===== src/rtl/median_pkg.sv =====
// Shared types and constants for the 11-input median/sort network.
package median_pkg;
   typedef logic [31:0] data_t;
   localparam int unsigned MEDIAN_N   = 11;
   localparam data_t       MEDIAN_PAD = 32'hFFFF_FFFF;
endpackage


===== src/rtl/median_frame_loader.sv =====
// Stream-to-frame front end for the sort network: collects up to N words per
// frame, pads short frames, and double-buffers so filling overlaps hand-off.
module median_frame_loader
   import median_pkg::*;
#(
   parameter int unsigned  N         = MEDIAN_N,
   parameter int unsigned  W         = $bits(data_t),
   parameter logic [W-1:0] PAD_VALUE = W'(MEDIAN_PAD)
) (
   input  logic                   clk,
   input  logic                   rst,
   input  logic                   in_valid,
   output logic                   in_ready,
   input  logic [W-1:0]           in_data,
   input  logic                   in_last,
   output logic                   out_valid,
   input  logic                   out_ready,
   output logic [N*W-1:0]         out_data,
   output logic [$clog2(N+1)-1:0] out_count
);

   localparam int unsigned CW = (N > 1) ? $clog2(N) : 1;
   localparam int unsigned OW = $clog2(N + 1);

   logic [CW-1:0] fill_cnt;
   logic          pending;
   logic          accept;
   logic          last_word;
   logic          complete;
   logic          slot_free;
   logic          load;

   assign in_ready  = !rst && !pending;
   assign accept    = in_valid && in_ready;
   assign last_word = (fill_cnt == CW'(N - 1)) || in_last;
   assign complete  = accept && last_word;
   assign slot_free = !out_valid || out_ready;
   // Output bank loads either straight from a completing accept or from the parked frame.
   assign load      = (complete && slot_free) || (pending && out_ready);

   // Fill counter, parked-frame flag and output handshake state.
   always_ff @(posedge clk or posedge rst) begin
      if (rst) begin
         fill_cnt  <= '0;
         pending   <= 1'b0;
         out_valid <= 1'b0;
         out_count <= '0;
      end else begin
         if (load) begin
            out_valid <= 1'b1;
            out_count <= OW'(fill_cnt) + OW'(1);
            fill_cnt  <= '0;
            pending   <= 1'b0;
         end else begin
            if (out_valid && out_ready)
               out_valid <= 1'b0;
            // A completed frame with a busy output parks with fill_cnt frozen at its last index.
            if (complete)
               pending <= 1'b1;
            else if (accept)
               fill_cnt <= fill_cnt + CW'(1);
         end
      end
   end

   for (genvar i = 0; i < N; i++) begin : g_slot
      logic [W-1:0] fill_q;
      logic [W-1:0] out_q;
      logic [W-1:0] src;

      always_ff @(posedge clk or posedge rst) begin
         if (rst)
            fill_q <= '0;
         else if (accept && (fill_cnt == CW'(i)))
            fill_q <= in_data;
      end

      // Slot source: pad above the last word, bypass the word being accepted now.
      always_comb begin
         src = fill_q;
         if (CW'(i) > fill_cnt)
            src = PAD_VALUE;
         else if (!pending && (CW'(i) == fill_cnt))
            src = in_data;
      end

      always_ff @(posedge clk or posedge rst) begin
         if (rst)
            out_q <= '0;
         else if (load)
            out_q <= src;
      end

      assign out_data[i*W +: W] = out_q;
   end

endmodule


===== config.mk =====
export PLATFORM = sky130hd
export DESIGN_NAME = median_frame_loader
export DESIGN_NICKNAME = d
export VERILOG_FILES = /design/src/rtl/median_pkg.sv /design/src/rtl/median_frame_loader.sv
export SDC_FILE = /design/constraint.sdc
export NUM_CORES = 2
export LEC_CHECK = 0
export ABC_AREA = 1
export CAP_MARGIN = 20
export CELL_PAD_IN_SITES_DETAIL_PLACEMENT = 1
export CELL_PAD_IN_SITES_GLOBAL_PLACEMENT = 1
export CORE_MARGIN = 5
export CORE_UTILIZATION = 38
export DETAILED_ROUTE_END_ITERATION = 10
export PLACE_DENSITY = 0.81
export RECOVER_POWER = 100
export SLEW_MARGIN = 10
export SYNTH_ARGS = -nofsm -noshare
export SYNTH_HDL_FRONTEND = slang
export SYNTH_SLANG_ARGS = --single-unit

===== constraint.sdc =====
create_clock -name clk -period 34.8 [get_ports clk]
set_input_delay 6.96 -clock clk [delete_from_list [all_inputs] [get_ports clk]]
set_output_delay 6.96 -clock clk [all_outputs]
set_load 0.02 [all_outputs]

* Word level (Yosys, flattened, before mapping)
Index checks and enable logic that the tools add are counted.
Operators by class: multipliers 0, shifts and indexed selects 0, eq/ne operators 21, mux-type cells 29, $add $sub $neg 1, order comparisons 11, reduce and logical (&&, ||, !) cells 39, bitwise logic cells 0, divide/modulo/power cells 0
Operators by type and width (count):
- $mux 32 | 22
- $logic_and 1x1->1 | 28
- $eq 3x4->1 const A | 4
- $eq 4x3->1 const B | 4
- $gt 3x4->1 const A | 4
- $eq 4x4->1 const A | 3
- $eq 4x4->1 const B | 3
- $gt 4x4->1 const A | 3
- $mux 4 | 3
- $eq 2x4->1 const A | 2
- $eq 4x2->1 const B | 2
- $gt 1x4->1 const A | 2
- $gt 2x4->1 const A | 2
- $reduce_bool 2->1 | 3
- $add 4x1->4 const B | 1
- $eq 1x4->1 const A | 1
- $eq 4x1->1 const B | 1
- $logic_not 4->1 | 1
- $mux 1 | 4
- $logic_not 1->1 | 3
- $logic_or 1x1->1 | 3
- $ne 2x1->1 const B | 1
- $reduce_and 2->1 | 1
Storage, ports and cells: logic and storage cells 127, output and inout port bits 358, input bits 37, RAM bits 0, flip-flop bits (word level) 714, memories kept 0, memory bits (read-only) 0, latch bits 0

* Longest topological paths before layout
word-level depth 8, depth in mapped cells 12, depth with buffers taken out 9

* Worst setup path after synthesis
No wires, ideal clock.
path kind in2out, from in rst, to out in_ready, path buffers 0, data arrival time 24.093 ns, data required time 27.840 ns, stages on the path 3, setup slack 3.747 ns, cell sequence inv_1 -> nand2_1 -> inv_1
Between the ends: longest elaborated chain between the ends 2
RTL lines:
- start: declaration | line median_frame_loader.sv:11 | input logic rst,
- $logic_not 1->1 (no line)
- $logic_and 1x1->1 | line median_frame_loader.sv:33 | assign in_ready = !rst && !pending;
- end: declaration | line median_frame_loader.sv:13 | output logic in_ready,
No other way between the ends.

* Worst setup path after layout
from in rst, to reg g_slot[7].out_q[6]
Between the ends: longest elaborated chain between the ends 6
RTL lines:
- $logic_not 1->1 (no line)
- $logic_and 1x1->1 | line median_frame_loader.sv:33
- $logic_and 1x1->1 | line median_frame_loader.sv:34 | assign accept = in_valid && in_ready;
- $logic_and 1x1->1 | line median_frame_loader.sv:36 | assign complete = accept && last_word;
- $logic_and 1x1->1 | line median_frame_loader.sv:39 | assign load = (complete && slot_free) || (pending && out_ready);
- $logic_or 1x1->1 | line median_frame_loader.sv:39
- end signal: assignment | line median_frame_loader.sv:91 | out_q <= src;
- end: declaration | line median_frame_loader.sv:68 | logic [W-1:0] out_q;
No other way between the ends. A chain may end at the register's enable or synchronous reset.

==> flow_summary.toml <==
[critical_path]
cp.arrival_ps = 23770
ff2ff_path_depth = 8
ff2ff_setup_slack_ps = 19730
path_class = "in -> reg"
setup.worst_path.end_class = "flip-flop"
reg2reg_from = "pending"
r2r-end = "g_slot[7].out_q[6]"
critPathMaxFanout = 213
required_ps = 35340
startpoint_type = "input pin"

[routing]
wl_met2_mm = 58.57
highest_layer = "met4"
wl_met1_mm = 53.17
wl_per_cell_um = 23.68
drt_iter0_drc = 2433
vias = 29810
wl_met3_mm = 10.82
finalWirelength_mm = 129.5
viasPerCell = 5.452
drcViolationCount = 0
drt_pass1_iterations = 5
ant_nets = 0

[clock_tree]
cts_hold_buf = 0
clk-insertion-delay-late_ps = 640
cts_buffer_depth = 3
clk_pin_slew_ps = 60
cts_resized = 0
cts_sinks = 714
post_cts_buffers = 0
h-tree-depth = 3
cts_tree = "yes"
cts-buffers-inserted = 81
root_buffer = "clkbuf_16"

[yosys]
synth.most_common_cell = "nand2_1"
synth_area_leader_cell = "dfrtp_1"
synth_top_area_share_pct = 55.61
synth_edf_count = 0
synthDistinctLibCells = 24
synth_flop_cell = "dfrtp_1"
synth_cells = 4055
synth_common_cells = "nand2_1, dfrtp_1, o21ai_0, nand3_1, clkbuf_1"
yosysWarningCount = 0
async_flop_share_pct = 100.0
syn_area_sq_um = 32130
avgSynthCellArea_sq_um = 7.923
yosys-top-cells-area = "dfrtp_1, nand2_1, o21ai_0, nand3_1, clkbuf_1"
ys_seq_elements = 714
syn_nets = 4095
seq_area_frac_synth_pct = 55.61

[layout]
area_growth_pct = 22.11
nets = 4303
drive_above_1_share_pct = 4.993
fillers = 10020
fin_util_pct = 46.88

[timing]
rsz0062_at_grt = "false"
clock_skew_ps = 23.51
tightest_slew_ps = 9868
slew_viol_final = 1941
finalCriticalPeriod_ps = 23230
relSlewSlack_pct = -557.9
setup_viol = 0
timing.final.crit_share_pct = 66.75
fmax_mhz = 43.05
hold_viol = 0
fin_hold_ws_ps = 466.6
tns_ps = 0

[floorplan]
row_count = 106
die_h_um = 300.8
io-pin-count = 395
coreArea_sq_um = 83690
die_w_um = 300.8
start_util_pct = 38.39
dieArea_sq_um = 90460

[worst_hold_path]
hold_path_depth = 2
holdCritStartpoint = "g_slot[4].out_q[2]"
hold_class = "reg -> reg"
holdPathEnd = "g_slot[4].out_q[2]"

[grt]
grt_first_pass_wirelength_mm = 193.8
grt_antenna_before_repair = 8
grt_util_all_layers_pct = 28.04
grt.overflow.total = 0
grt_pass1_vias = 30210
grt_max_degree = 214

[placed_design]
hpwl_mm = 78.41
place_congestion = 0.8137
port_buffers = 394

[pwr]
vdd_drop_max_mv = 0.05255
p_leak_nw = 17.73
powerDensity_nw_per_um2 = 92.21

[job]
timing.max_cap.violations = 23

[outcome]
violations = "capacitance limit, slew limit"
status = "complete, but fails checks"
[registers in the layout, summed over array words and instances, names as in the netlist]
signal / cells
fill_cnt: 4
g_slot.fill_q: 352
pending: 1
out_count: 4
g_slot.out_q: 352
out_valid: 1
[cells in the final DEF (no fill, tap or decap), types with 19 or more instances in the layout]
cell type           n
nand3_1           299
o21ai_0           415
dlygate4sd3_1     359
dfrtp_1           713
clkdlybuf4s50_1    35
nor2_1             70
nand3b_1           31
clkbuf_16          81
clkbuf_8           19
inv_1              74
buf_4              58
nand4_1           129
clkbuf_1           41
nand2_1          1931
[report_power, final]
part / total [mW] / internal (mW) / switching [mW]
Sequential: 1.31 / 1.11 / 0.194
Combinational: 1.45 / 0.542 / 0.903
Clock: 0.863 / 0.497 / 0.366
Total: 3.62 / 2.15 / 1.46
[per-layer routing]
metal	global-route usage (%)	vias up
met5	0	-
met1	36.72	15080
li1	-	13360
met2	43.17	1131
met3	7.080	248
met4	14.62	0
[final cells by class]
class	count	area (sq um)	share of cell area (%)
Multi-Input combinational cell	2910	12440	31.71
Clock inverter	25	291.5	0.7431
Antenna cell	8	20.02	0.05103
Inverter	82	314.1	0.8005
Tap cell	1134	1419	3.617
Timing Repair Buffer	474	4509	11.49
Clock buffer	121	2367	6.034
Sequential cell	714	17870	45.55
[worst max-delay path: stages]
cell and delay, ps:
dlygate4sd3_1 550, clkinvlp_2 2100, nand2_1 650, nor2_1 1210, nand3_1 160, nand2_1 3540, clkbuf_1 7190, nand2_1 970
nand2_1 270
[cell families (layout without fill, tap and decap cells)]
logic type	Yosys count	in the layout	share of synthesized area, %
and+or+nand+nor	2481	2481	31.85
DFF	714	714	55.61
buffers and inverters	431	702	5.776
AOI/OAI and AO/OA	425	425	6.621
adders and majority gates	3	3	0.1168
xor gates and xnor gates	1	1	0.02727
other	0	8	0
[stage by stage]
stage	power, mW	area (sq um)	std cells	setup slack (ps)
final	3.618	39230	5468	11570
after global routing	3.824	39210	5461	9658
after floorplan	2.064	32130	4055	3747
after CTS	3.670	39320	5457	18760
after detailed placement	2.786	36660	5311	18760
after global placement	2.747	36660	5311	18730
[worst max-delay path by stage]
| stage | startpoint | end | slack [ps] | depth (start not counted) |
|---|---|---|---|---|
| floorplan | rst | in_ready | 3750 | 3 |
| global placement | rst | in_ready | 18730 | 5 |
| detailed placement | rst | in_ready | 18760 | 5 |
| CTS | rst | in_ready | 18760 | 5 |
| global route | rst | g_slot[6].out_q[6] | 9660 | 9 |
| finish | rst | g_slot[7].out_q[6] | 11570 | 9 |
No activity file was read; power rests on OpenSTA's default activity.
